===== src/rtl/riscv_decode_pkg.sv =====
// Shared decode types: opclass enum, opcode and OP-FP funct5 maps, decoded_t record.
// Pure declarations, no logic or latency of its own.
// Backpressure: not applicable.
package riscv_decode_pkg;

    typedef enum logic [4:0] {
        OC_BRANCH, OC_ALU_IMM, OC_ALU_REG, OC_JAL, OC_JALR, OC_LUI, OC_AUIPC,
        OC_LOAD, OC_STORE, OC_SYSTEM,
        OC_FADD, OC_FSUB, OC_FMUL, OC_FDIV, OC_FSGNJ, OC_FMINMAX, OC_FSQRT,
        OC_FCMP, OC_FCVT_F2I, OC_FMV_F2I, OC_FCVT_I2F, OC_FMV_I2F,
        OC_FLW, OC_FSW, OC_FMADD, OC_FMSUB, OC_FNMSUB, OC_FNMADD,
        OC_ILLEGAL
    } opclass_e;

    // Major opcodes, inst[6:2]
    localparam logic [4:0] OPC_BRANCH = 5'h18;
    localparam logic [4:0] OPC_JAL    = 5'h1b;
    localparam logic [4:0] OPC_JALR   = 5'h19;
    localparam logic [4:0] OPC_LUI    = 5'h0d;
    localparam logic [4:0] OPC_AUIPC  = 5'h05;
    localparam logic [4:0] OPC_OP_IMM = 5'h04;
    localparam logic [4:0] OPC_OP     = 5'h0c;
    localparam logic [4:0] OPC_LOAD   = 5'h00;
    localparam logic [4:0] OPC_STORE  = 5'h08;
    localparam logic [4:0] OPC_SYSTEM = 5'h1c;
    localparam logic [4:0] OPC_FLW    = 5'h01;
    localparam logic [4:0] OPC_FSW    = 5'h09;
    localparam logic [4:0] OPC_FMADD  = 5'h10;
    localparam logic [4:0] OPC_FMSUB  = 5'h11;
    localparam logic [4:0] OPC_FNMSUB = 5'h12;
    localparam logic [4:0] OPC_FNMADD = 5'h13;
    localparam logic [4:0] OPC_OP_FP  = 5'h14;

    // OP-FP funct5, inst[31:27]
    localparam logic [4:0] F5_FADD     = 5'h00;
    localparam logic [4:0] F5_FSUB     = 5'h01;
    localparam logic [4:0] F5_FMUL     = 5'h02;
    localparam logic [4:0] F5_FDIV     = 5'h03;
    localparam logic [4:0] F5_FSGNJ    = 5'h04;
    localparam logic [4:0] F5_FMINMAX  = 5'h05;
    localparam logic [4:0] F5_FSQRT    = 5'h0b;
    localparam logic [4:0] F5_FCMP     = 5'h14;
    localparam logic [4:0] F5_FCVT_F2I = 5'h18;
    localparam logic [4:0] F5_FMV_F2I  = 5'h1c;
    localparam logic [4:0] F5_FCVT_I2F = 5'h1a;
    localparam logic [4:0] F5_FMV_I2F  = 5'h1e;

    typedef struct packed {
        opclass_e    opclass;
        logic [4:0]  rd;
        logic [4:0]  rs1;
        logic [4:0]  rs2;
        logic [4:0]  rs3;
        logic [2:0]  funct3_rm;
        logic [6:0]  funct7;
        logic [31:0] imm;
        logic        uses_rs1;
        logic        uses_rs2;
        logic        uses_rs3;
        logic        writes_rd;
        logic        rd_is_fp;
        logic        rs1_is_fp;
        logic        rs2_is_fp;
        logic        illegal;
    } decoded_t;

    localparam int DEC_W = $bits(decoded_t);

    // FP classes occupy a contiguous range of the enum, FADD through FNMADD
    function automatic logic is_fp_class(input opclass_e oc);
        return (oc >= OC_FADD) && (oc <= OC_FNMADD);
    endfunction

endpackage


===== src/rtl/riscv_decode_lane.sv =====
// Single-lane RV32IMF decoder: one instruction word to one decoded_t record.
// Purely combinational, zero latency.
// Backpressure: none, the enclosing stage owns the handshake.
module riscv_decode_lane
    import riscv_decode_pkg::*;
(
    input  logic [31:0] insn,
    output decoded_t    dec
);

    logic [4:0] opc;
    logic [4:0] f5;
    opclass_e   oc;
    logic       fp;
    logic       rd_fp;
    logic [2:0] f3;

    assign opc = insn[6:2];
    assign f5  = insn[31:27];
    assign f3  = insn[14:12];

    always_comb begin
        oc = OC_ILLEGAL;
        case (opc)
            OPC_BRANCH: oc = OC_BRANCH;
            OPC_JAL:    oc = OC_JAL;
            OPC_JALR:   oc = OC_JALR;
            OPC_LUI:    oc = OC_LUI;
            OPC_AUIPC:  oc = OC_AUIPC;
            OPC_OP_IMM: oc = OC_ALU_IMM;
            OPC_OP:     oc = OC_ALU_REG;
            OPC_LOAD:   oc = OC_LOAD;
            OPC_STORE:  oc = OC_STORE;
            OPC_SYSTEM: oc = OC_SYSTEM;
            OPC_FLW:    oc = OC_FLW;
            OPC_FSW:    oc = OC_FSW;
            OPC_FMADD:  oc = OC_FMADD;
            OPC_FMSUB:  oc = OC_FMSUB;
            OPC_FNMSUB: oc = OC_FNMSUB;
            OPC_FNMADD: oc = OC_FNMADD;
            OPC_OP_FP: begin
                case (f5)
                    F5_FADD:     oc = OC_FADD;
                    F5_FSUB:     oc = OC_FSUB;
                    F5_FMUL:     oc = OC_FMUL;
                    F5_FDIV:     oc = OC_FDIV;
                    F5_FSGNJ:    oc = OC_FSGNJ;
                    F5_FMINMAX:  oc = OC_FMINMAX;
                    F5_FSQRT:    oc = OC_FSQRT;
                    F5_FCMP:     oc = OC_FCMP;
                    F5_FCVT_F2I: oc = OC_FCVT_F2I;
                    F5_FMV_F2I:  oc = OC_FMV_F2I;
                    F5_FCVT_I2F: oc = OC_FCVT_I2F;
                    F5_FMV_I2F:  oc = OC_FMV_I2F;
                    default:     oc = OC_ILLEGAL;
                endcase
            end
            default: oc = OC_ILLEGAL;
        endcase
        // Only single precision is supported; fmt lives in [26:25] for OP-FP and the FMA group
        if (((opc == OPC_OP_FP) || (opc[4:2] == 3'b100)) && (insn[26:25] != 2'b00)) begin
            oc = OC_ILLEGAL;
        end
        if (insn[1:0] != 2'b11) begin
            oc = OC_ILLEGAL;
        end
    end

    assign fp    = is_fp_class(oc);
    assign rd_fp = fp && !(oc inside {OC_FCMP, OC_FCVT_F2I, OC_FMV_F2I});

    always_comb begin
        dec           = '0;
        dec.opclass   = oc;
        dec.rd        = insn[11:7];
        dec.rs1       = insn[19:15];
        dec.rs2       = insn[24:20];
        dec.rs3       = insn[31:27];
        dec.funct3_rm = f3;
        dec.funct7    = insn[31:25];
        dec.illegal   = (oc == OC_ILLEGAL);

        case (oc)
            OC_ALU_IMM, OC_LOAD, OC_JALR, OC_FLW, OC_SYSTEM:
                dec.imm = {{20{insn[31]}}, insn[31:20]};
            OC_STORE, OC_FSW:
                dec.imm = {{20{insn[31]}}, insn[31:25], insn[11:7]};
            OC_BRANCH:
                dec.imm = {{19{insn[31]}}, insn[31], insn[7], insn[30:25], insn[11:8], 1'b0};
            OC_LUI, OC_AUIPC:
                dec.imm = {insn[31:12], 12'b0};
            OC_JAL:
                dec.imm = {{11{insn[31]}}, insn[31], insn[19:12], insn[20], insn[30:21], 1'b0};
            default:
                dec.imm = 32'd0;
        endcase

        // CSR register forms read rs1; immediate forms and ecall/ebreak do not
        dec.uses_rs1  = fp
                     || (oc inside {OC_BRANCH, OC_ALU_IMM, OC_ALU_REG, OC_JALR, OC_LOAD, OC_STORE})
                     || ((oc == OC_SYSTEM) && (f3 != 3'b000) && !f3[2]);
        dec.uses_rs2  = oc inside {OC_BRANCH, OC_ALU_REG, OC_STORE, OC_FSW,
                                   OC_FADD, OC_FSUB, OC_FMUL, OC_FDIV, OC_FSGNJ,
                                   OC_FMINMAX, OC_FCMP,
                                   OC_FMADD, OC_FMSUB, OC_FNMSUB, OC_FNMADD};
        dec.uses_rs3  = oc inside {OC_FMADD, OC_FMSUB, OC_FNMSUB, OC_FNMADD};
        dec.rd_is_fp  = rd_fp;
        dec.rs1_is_fp = fp && !(oc inside {OC_FLW, OC_FSW, OC_FCVT_I2F, OC_FMV_I2F});
        dec.rs2_is_fp = fp;
        dec.writes_rd = !(oc inside {OC_BRANCH, OC_STORE, OC_FSW, OC_ILLEGAL})
                     && ((insn[11:7] != 5'd0) || rd_fp);
    end

endmodule


===== src/rtl/riscv_decode_stage.sv =====
// Multi-lane registered decode stage with a main register and a one-entry skid.
// Latency: 1 cycle accept to out_valid; one bundle per cycle when out_ready is high.
// Backpressure: in_ready is registered and drops only while the skid entry is occupied.
module riscv_decode_stage
    import riscv_decode_pkg::*;
#(
    parameter int INSN_WIDTH = 32,
    parameter int LANES      = 1,
    parameter int PC_WIDTH   = 32
) (
    input  logic                        clock,
    input  logic                        reset_n,
    input  logic                        flush,
    input  logic                        in_valid,
    output logic                        in_ready,
    input  logic [LANES*INSN_WIDTH-1:0] in_insn,
    input  logic [PC_WIDTH-1:0]         in_pc,
    output logic                        out_valid,
    input  logic                        out_ready,
    output logic [PC_WIDTH-1:0]         out_pc,
    output logic [LANES*DEC_W-1:0]      out_dec
);

    logic [LANES*DEC_W-1:0] dec_bus;

    for (genvar g = 0; g < LANES; g++) begin : g_lane
        riscv_decode_lane u_lane (
            .insn (in_insn[INSN_WIDTH*g +: INSN_WIDTH]),
            .dec  (dec_bus[DEC_W*g +: DEC_W])
        );
    end

    logic                   m_vld_q, m_vld_d;
    logic [PC_WIDTH-1:0]    m_pc_q,  m_pc_d;
    logic [LANES*DEC_W-1:0] m_dec_q, m_dec_d;
    logic                   s_vld_q, s_vld_d;
    logic [PC_WIDTH-1:0]    s_pc_q,  s_pc_d;
    logic [LANES*DEC_W-1:0] s_dec_q, s_dec_d;
    logic                   in_rdy_q, in_rdy_d;

    logic accept;
    logic m_free;

    assign accept = in_valid && in_rdy_q;
    assign m_free = !m_vld_q || out_ready;

    always_comb begin
        m_vld_d = m_vld_q;
        m_pc_d  = m_pc_q;
        m_dec_d = m_dec_q;
        s_vld_d = s_vld_q;
        s_pc_d  = s_pc_q;
        s_dec_d = s_dec_q;

        if (flush) begin
            m_vld_d = 1'b0;
            s_vld_d = 1'b0;
        end else if (m_free) begin
            // A full skid implies in_ready was low, so no accept competes with the refill
            if (s_vld_q) begin
                m_vld_d = 1'b1;
                m_pc_d  = s_pc_q;
                m_dec_d = s_dec_q;
                s_vld_d = 1'b0;
            end else if (accept) begin
                m_vld_d = 1'b1;
                m_pc_d  = in_pc;
                m_dec_d = dec_bus;
            end else begin
                m_vld_d = 1'b0;
            end
        end else if (accept) begin
            s_vld_d = 1'b1;
            s_pc_d  = in_pc;
            s_dec_d = dec_bus;
        end

        in_rdy_d = !s_vld_d;
    end

    always_ff @(posedge clock or negedge reset_n) begin
        if (!reset_n) begin
            m_vld_q  <= 1'b0;
            m_pc_q   <= '0;
            m_dec_q  <= '0;
            s_vld_q  <= 1'b0;
            s_pc_q   <= '0;
            s_dec_q  <= '0;
            in_rdy_q <= 1'b1;
        end else begin
            m_vld_q  <= m_vld_d;
            m_pc_q   <= m_pc_d;
            m_dec_q  <= m_dec_d;
            s_vld_q  <= s_vld_d;
            s_pc_q   <= s_pc_d;
            s_dec_q  <= s_dec_d;
            in_rdy_q <= in_rdy_d;
        end
    end

    assign in_ready  = in_rdy_q;
    assign out_valid = m_vld_q;
    assign out_pc    = m_pc_q;
    assign out_dec   = m_dec_q;

endmodule


===== config.mk =====
export PLATFORM = sky130hd
export DESIGN_NAME = riscv_decode_stage
export DESIGN_NICKNAME = d
export VERILOG_FILES = /design/src/rtl/riscv_decode_pkg.sv /design/src/rtl/riscv_decode_lane.sv /design/src/rtl/riscv_decode_stage.sv
export SDC_FILE = /design/constraint.sdc
export NUM_CORES = 1
export LEC_CHECK = 0
export ABC_CLOCK_PERIOD_IN_PS = 3000
export CORE_ASPECT_RATIO = 0.7
export CORE_MARGIN = 8
export CORE_UTILIZATION = 35
export DETAILED_ROUTE_END_ITERATION = 10
export RECOVER_POWER = 100
export SYNTH_ARGS = -nofsm -noshare
export SYNTH_HDL_FRONTEND = slang
export SYNTH_SLANG_ARGS = --single-unit

===== constraint.sdc =====
create_clock -name clock -period 3 [get_ports clock]
set_input_delay 0.45 -clock clock [delete_from_list [all_inputs] [get_ports clock]]
set_output_delay 0.45 -clock clock [all_outputs]
set_load 0.05 [all_outputs]

==> reports/metrics.csv, run 1 <==
metric;value;unit
Synth cell types;63;
routed vias/inst;5.018;
cts hold-fix bufs;1;
yosys warns;0;
Final Slew Violations;64;
CTS tree;yes;
leakage power;0.005860;uW
Hold Violations, Final;0;
failing checks;max-capacitance violations, max-slew violations;
nets;1360;
Cell Area, Synth;9728;um^2
final instance area;13080;um^2
Least-Margin Pin Slew;1.811;ns
clk root buf;clkbuf_16;
EDFF count, synth;0;
Die H;155.5;um
final std cells w/o fill;1677;
Synth Net Count;1144;
# port buffers;177;
part of the power in combinational logic;27.0;%
critical path class;in2reg;
peak supply drop;0.0003578;V
Tcrit/Tclk final;93.07;%
initial core utilization;35.29;%
H-tree depth;1;
PD cells;642.0;nW/um^2
Core Box Area;27570;um^2
clock network fraction of design power;31.0;%
layout cell share with drive strength beyond 1;11.95;%
Slew HR;-20.71;%
area delta synth->final;34.42;%
drt first-iter violations;551;
total track usage;17.65;%
global placement routability congestion;0.9324;
crit path from;in_insn[31];
DP Area;12460;um^2
clock sink count;207;
fmax;0.3581;GHz
status;finished, violations left;
Routed WL;30280;um
Synth Instances;1075;
asr flop ratio synth;100.0;%
post_cts resized;0;
Worst Hold Launch;out_pc[11]$_DFFE_PN0P_;
Clock Skew;0.007315;ns
# Post-CTS Setup Buffers;0;
TritonCTS buffer count;23;
worst r2r src;s_vld_q$_DFF_PN0_;
largest net degree at the start of global routing;127;
die area;33470;um^2
clk buf depth;3;
Mapped Avg Cell Area;9.049;um^2
hpwl dp;21290;um
Worst EP required;3.42;ns
I/O Pins;178;
sequential share of power;42.0;%
Seq/Total Area, Yosys;53.26;%
initial antenna violation count;0;
fillcell total;2697;
worst-skew pair later-pin latency;0.52;ns
post-route setup TNS;0;ns
critical path arrival;3.22;ns
Worst Path Max Fanout;18;
Critical Path Source Type;primary input;
wire length per cell;18.06;um
GR Overflow Total;0;
Detailed Routing Iterations Pass 1;7;
top_reg_cell synth;dfrtp_1;
Die Width;215.3;um
detailed-route via count;8416;
critical path endpoint category;flip-flop;
Psw;2883;uW
antenna viol nets, final;0;
Placed Cells;1636;
internal power;5512;uW
first-pass GRT wire length;48480;um
crit path time final;2.792;ns
Sw Share;34.34;%
RSZ-0062 raised after global routing;no;
Worst-path clk slew;0.06;ns
# Max-Cap Violations;1;
register bit total from synthesis;207;
vias in the first global route;8363;
# rows;51;
final setup fails;0;
Min-Delay Path Class;reg2reg;
final design utilization;47.44;%
drt drc;0;
worst max-delay path: stages:
cell,delay (ns)
clkdlybuf4s50_1,0.51
buf_4,0.16
nor2b_4,0.16
buf_4,0.13
o21ai_0,0.07
a31oi_1,0.19
o21a_1,0.41
buf_4,0.25
o2111ai_1,0.12
a31oi_1,0.30
buf_12,0.20
a211oi_1,0.05
o21ai_0,0.21
routing by layer:
layer	global-route usage (%)	vias to the layer above	wire length, um
li1	-	4135	-
met2	26.01	226	12900
met1	26.69	4019	15240
met3	3.395	36	1663
met5	0	-	0
met4	3.072	0	479
synth_stat cells (all sizes together), types with 3 or more instances:
master	count	area, um^2
clkbuf	65	245.2
nor2	41	153.9
o21ai	132	660.6
nand2b	4	25.02
nor2b	8	57.55
buf	24	151.4
o211ai	12	90.09
a21o	3	22.52
nor3	10	50.05
a21oi	40	200.2
o21a	6	45.04
nand4	6	37.54
dfrtp	206	5155
nand3	15	75.07
a31oi	33	212.7
or3	15	93.84
and3	6	42.54
mux2i	56	560.5
a211oi	12	95.09
inv	6	22.52
nand2	311	1167
and2	8	50.05
or2	4	25.03
a31o	16	140.1
cell families after synthesis:
family / count (synthesis) / synth area share [%]
flops: 207 / 53.26
mux: 57 / 5.878
compound gates: 278 / 17.38
xor+xnor: 3 / 0.2701
simple gates: 435 / 18.91
buf+inv: 95 / 4.309
state kept, by name, summed over array words and instances (netlist names):
name and count:
out_valid 1, s_pc_q 32, s_vld_q 1, out_pc 32, out_dec 70, in_ready 1, s_dec_q 70
power by group through the flow:
stage	Sequential [uW]	Combinational, uW	Clock (uW)
after global routing	3580	2450	2770
after floorplan	4290	690	0
final	3530	2270	2600
after global placement	3570	2360	0
after CTS	3540	2390	2680
after detailed placement	3590	2380	0
cell usage in the layout (no fill, tap or decap), types with 2 or more instances in the layout:
cell             instances
nand4_1                  6
clkbuf_1                14
clkbuf_2                 7
or3_1                   14
nand2_1                310
o41ai_1                  2
dlygate4sd3_1          111
buf_4                   84
clkbuf_8                 3
o211ai_1                12
dfrtp_1                206
nor2b_1                  7
and2_1                   8
o221ai_1                 2
a221oi_1                 2
nand2b_1                 4
mux2i_1                 56
inv_1                    6
nor4_1                   2
a211oi_1                11
a221o_1                  2
o22ai_1                  2
o31ai_1                  2
a21oi_1                 40
o21ai_0                131
a31o_2                  16
clkbuf_4                 2
nor3_1                   9
nand3_1                 15
a21o_1                   3
a31oi_1                 33
or2_1                    2
clkdlybuf4s50_1         66
xnor2_1                  2
o21a_1                   6
buf_12                   6
nor2_1                  41
and3_1                   5
clkbuf_16               23
inv_6                    2
per-stage QoR:
| step | hold slack, ns | worst slack (ns) | total power [uW] |
|---|---|---|---|
| detailed placement | 0.4608 | -0.2302 | 5965 |
| CTS | 0.4730 | 0.3098 | 8610 |
| floorplan | 0.1544 | 0.4427 | 4976 |
| global route | 0.4924 | 0.01440 | 8803 |
| finish | 0.4687 | 0.2078 | 8395 |
| global placement | 0.4565 | -0.1910 | 5926 |
area by class of cell:
cell class                      count  area [um^2]  share of cell area [%]
Clock inverter                      2        17.52                  0.1340
Antenna cell                        1        2.502                 0.01914
Multi-Input combinational cell    773         4135                   31.62
Sequential cell                   207         5181                   39.62
Timing Repair Buffer              280         2595                   19.84
Tap cell                          371        464.2                   3.550
Clock buffer                       37        658.1                   5.033
Inverter                            6        22.52                  0.1722
worst paths after layout:
path                                      endpoint  slack [ns]  cells after the start
max                        out_dec[22]$_DFFE_PN0P_        0.21                     13
min                         out_pc[11]$_DFFE_PN0P_        0.47                      2
max reg2reg                out_dec[19]$_DFFE_PN0P_        0.36                      7
min reg2reg                 out_pc[11]$_DFFE_PN0P_        0.47                      2
max in group asynchronous  s_dec_q[30]$_DFFE_PN0P_        0.51                      3
min in group asynchronous  out_dec[47]$_DFFE_PN0P_        0.94                      2
(Power assumes the default switching activity.)
==> run 2: changes to the inputs <==
CORE_MARGIN = 4   (was 8)
CTS_CLUSTER_DIAMETER = 120   (was not set)
==> run 2 against run 1 <==
Compared with the run above:
- the run still ends with max-capacitance violations, max-slew violations left
- die area decreased by 8.7%
- setup slack better by 0.041 ns
- global-route usage is 0.93 points higher
- flip-flop and latch count did not move
- clock skew rose by 0.0036 ns
- clock power up 8.8%
- power increased by 2.4%
- combinational power about the same
- sequential power is essentially flat
- register-to-register slack better by 0.03 ns
- critical path type unchanged
- critical endpoint is now out_dec[39]$_DFFE_PN0P_
==> reports/metrics.csv, run 2 (synthesized netlist as in run 1, its figures left out) <==
metric;value;unit;change
global placement routability congestion;0.9239;;-0.91%
Core Box Area;27030;um^2;-2.0%
Hold Violations, Final;0;;unchanged
post_cts resized;0;;unchanged
Hold Path Sink;out_pc[14]$_DFFE_PN0P_;;
H-tree depth;1;;unchanged
fillcell total;2602;;-3.5%
cell depth of the worst flop-to-flop path;6;;-1
status;finished, violations left;;
TritonCTS buffer count;23;;unchanged
routed vias/inst;5.125;;+2.1%
peak supply drop;0.0003152;V;-12%
initial core utilization;36.00;%;+0.71 points
Seq. cell area;5181;um^2;unchanged
Worst-path clk slew;0.06;ns;about the same
drt first-iter violations;554;;+0.54%
crit path time final;2.751;ns;-0.04075 ns
commonest non-fill, non-tap cell in the layout;nand2_1;;
area of the multi-input gates;4140;um^2;+0.12%
hpwl dp;20060;um;-5.8%
Top Usage Layer GRT;met1;;
vias in the first global route;8193;;-2.0%
die area;30570;um^2;-8.7%
area delta synth->final;33.97;%;
met2 Resource Use GR;27.10;%;+1.1 points
clock network fraction of design power;32.9;%;+1.9 points
Clock Skew;0.01090;ns;+0.003587 ns
critical path class;in2reg;;
# port buffers;177;;unchanged
flop2flop setup slack;0.39;ns;+0.03 ns
Psw;2940;uW;+2.0%
Die H;147.5;um;-5.1%
Min-Delay Path Class;reg2reg;;
initial antenna violation count;0;;unchanged
Tcrit/Tclk final;91.71;%;-1.4 points
Worst Path Max Fanout;18;;unchanged
# rows;50;;-2.0%
Hold Path Stages;2;;unchanged
internal power;5653;uW;+2.6%
Slew HR;-4.372;%;+16 points
Critical Path Source Type;primary input;;
clk root buf;clkbuf_16;;
GR Overflow Total;0;;unchanged
worst-skew pair later-pin latency;0.51;ns;about the same
# Max-Cap Violations;1;;unchanged
clock sink count;207;;unchanged
detailed-route via count;8482;;+0.78%
Sw Share;34.22;%;-0.12 points
fmax;0.3634;GHz;+1.5%
Worst Hold Launch;out_pc[14]$_DFFE_PN0P_;;
Worst EP required;3.42;ns;about the same
leakage power;0.005826;uW;-0.58%
part of the power in combinational logic;26.2;%;-0.8 points
final setup fails;0;;unchanged
Total Power;8593;uW;+2.4%
sequential share of power;40.9;%;-1.1 points
Final Slew Violations;62;;-3.1%
Detailed Routing Iterations Pass 1;5;;-2
drt drc;0;;unchanged
total track usage;18.58;%;+0.93 points
CTS tree;yes;;
most frequent cells in the layout;nand2_1, dfrtp_1, o21ai_0;;
first-pass GRT wire length;46910;um;-3.2%
FF-to-FF End;out_pc[23]$_DFFE_PN0P_;;
RSZ-0062 raised after global routing;no;;
met1 usage in global routing;29.27;%;+2.6 points
critical path endpoint category;flip-flop;;
final std cells w/o fill;1655;;-1.3%
layout cell share with drive strength beyond 1;11.70;%;-0.26 points
antenna viol nets, final;0;;unchanged
largest net degree at the start of global routing;91;;-28%
nets;1344;;-1.2%
worst r2r src;s_vld_q$_DFF_PN0_;;
I/O Pins;178;;unchanged
critical path arrival;3.17;ns;-0.05 ns
clk buf depth;3;;unchanged
Placed Cells;1613;;-1.4%
Least-Margin Pin Slew;1.566;ns;-0.2450 ns
Routed WL;29080;um;-4.0%
failing checks;max-capacitance violations, max-slew violations;;
wire length per cell;17.57;um;-2.7%
PD cells;659.4;nW/um^2;+2.7%
diode count;0;;-1
Die Width;207.3;um;-3.7%
met3 Usage GRT;3.012;%;-0.38 points
-- run 2: cell count changes in the layout (fill, tap and decap cells not counted), moves of 2 or more --
| cell | change |
|---|---|
| clkbuf_4 | +3 |
| clkinvlp_4 | +2 |
| buf_4 | -16 |
| clkinv_2 | +3 |
| clkbuf_8 | +3 |
| clkbuf_1 | -9 |
-- run 2: what timing repair did --
item                                   CTS  global route
setup buffers                            0             0
endpoints found under the hold margin   56             0
hold buffers                             1             0
-- run 2: routing by layer --
layer | vias to the layer above | share of wire, %
li1 | 4112 | -
met1 | 4100 | 51
met2 | 240 | 42
met3 | 30 | 5.0
met4 | 0 | 1.5
met5 | - | 0
-- run 2: power by group through the flow --
stage	Clock (uW)	Combinational [uW]	Sequential [uW]
final	2830	2250	3520
after global routing	3020	2430	3580
after CTS	2890	2370	3530
after detailed placement	0	2360	3580
after global placement	0	2340	3560
after floorplan	0	690	4290
-- run 2: area by class of cell --
cell class / count / area share, %
clock inverters: 9 / 0.6624
repair buffers: 264 / 19.01
multi-input cells: 773 / 31.77
well taps: 364 / 3.495
flip-flops and latches: 207 / 39.76
clock buffers: 32 / 5.136
inverters: 6 / 0.1728
-- run 2: worst max-delay path, stage by stage --
cell and delay (ns):
clkdlybuf4s50_1 0.45, buf_4 0.16, buf_4 0.14, nand2_1 0.07, o311ai_1 0.41, or2_0 0.44, nand2_1 0.24, a311oi_4 0.34
buf_12 0.19, a211oi_1 0.07, o21ai_0 0.21
-- run 2: how the worst max path moves through the flow --
stage / startpoint / end / slack (ns)
floorplan: in_insn[31] / out_dec[4]$_DFFE_PN0P_ / 0.44
global placement: in_insn[6] / out_dec[12]$_DFFE_PN0P_ / -0.14
detailed placement: in_insn[3] / out_dec[27]$_DFFE_PN0P_ / -0.13
CTS: in_insn[6] / out_dec[12]$_DFFE_PN0P_ / 0.40
global route: in_insn[31] / out_dec[23]$_DFFE_PN0P_ / 0.08
finish: in_insn[6] / out_dec[39]$_DFFE_PN0P_ / 0.25
-- run 2: stage by stage --
| step | hold WS [ns] | instance area, um^2 | utilization [%] | setup slack [ns] | setup TNS (ns) |
|---|---|---|---|---|---|
| floorplan | 0.1544 | 9728 | - | 0.4427 | 0 |
| global placement | 0.4349 | 12360 | 45.72 | -0.1377 | -5.213 |
| detailed placement | 0.4354 | 12360 | 45.72 | -0.1293 | -4.804 |
| CTS | 0.4745 | 13120 | 48.55 | 0.3994 | 0 |
| global route | 0.4883 | 13030 | 48.22 | 0.08424 | 0 |
| finish | 0.4693 | 13030 | 48.22 | 0.2486 | 0 |
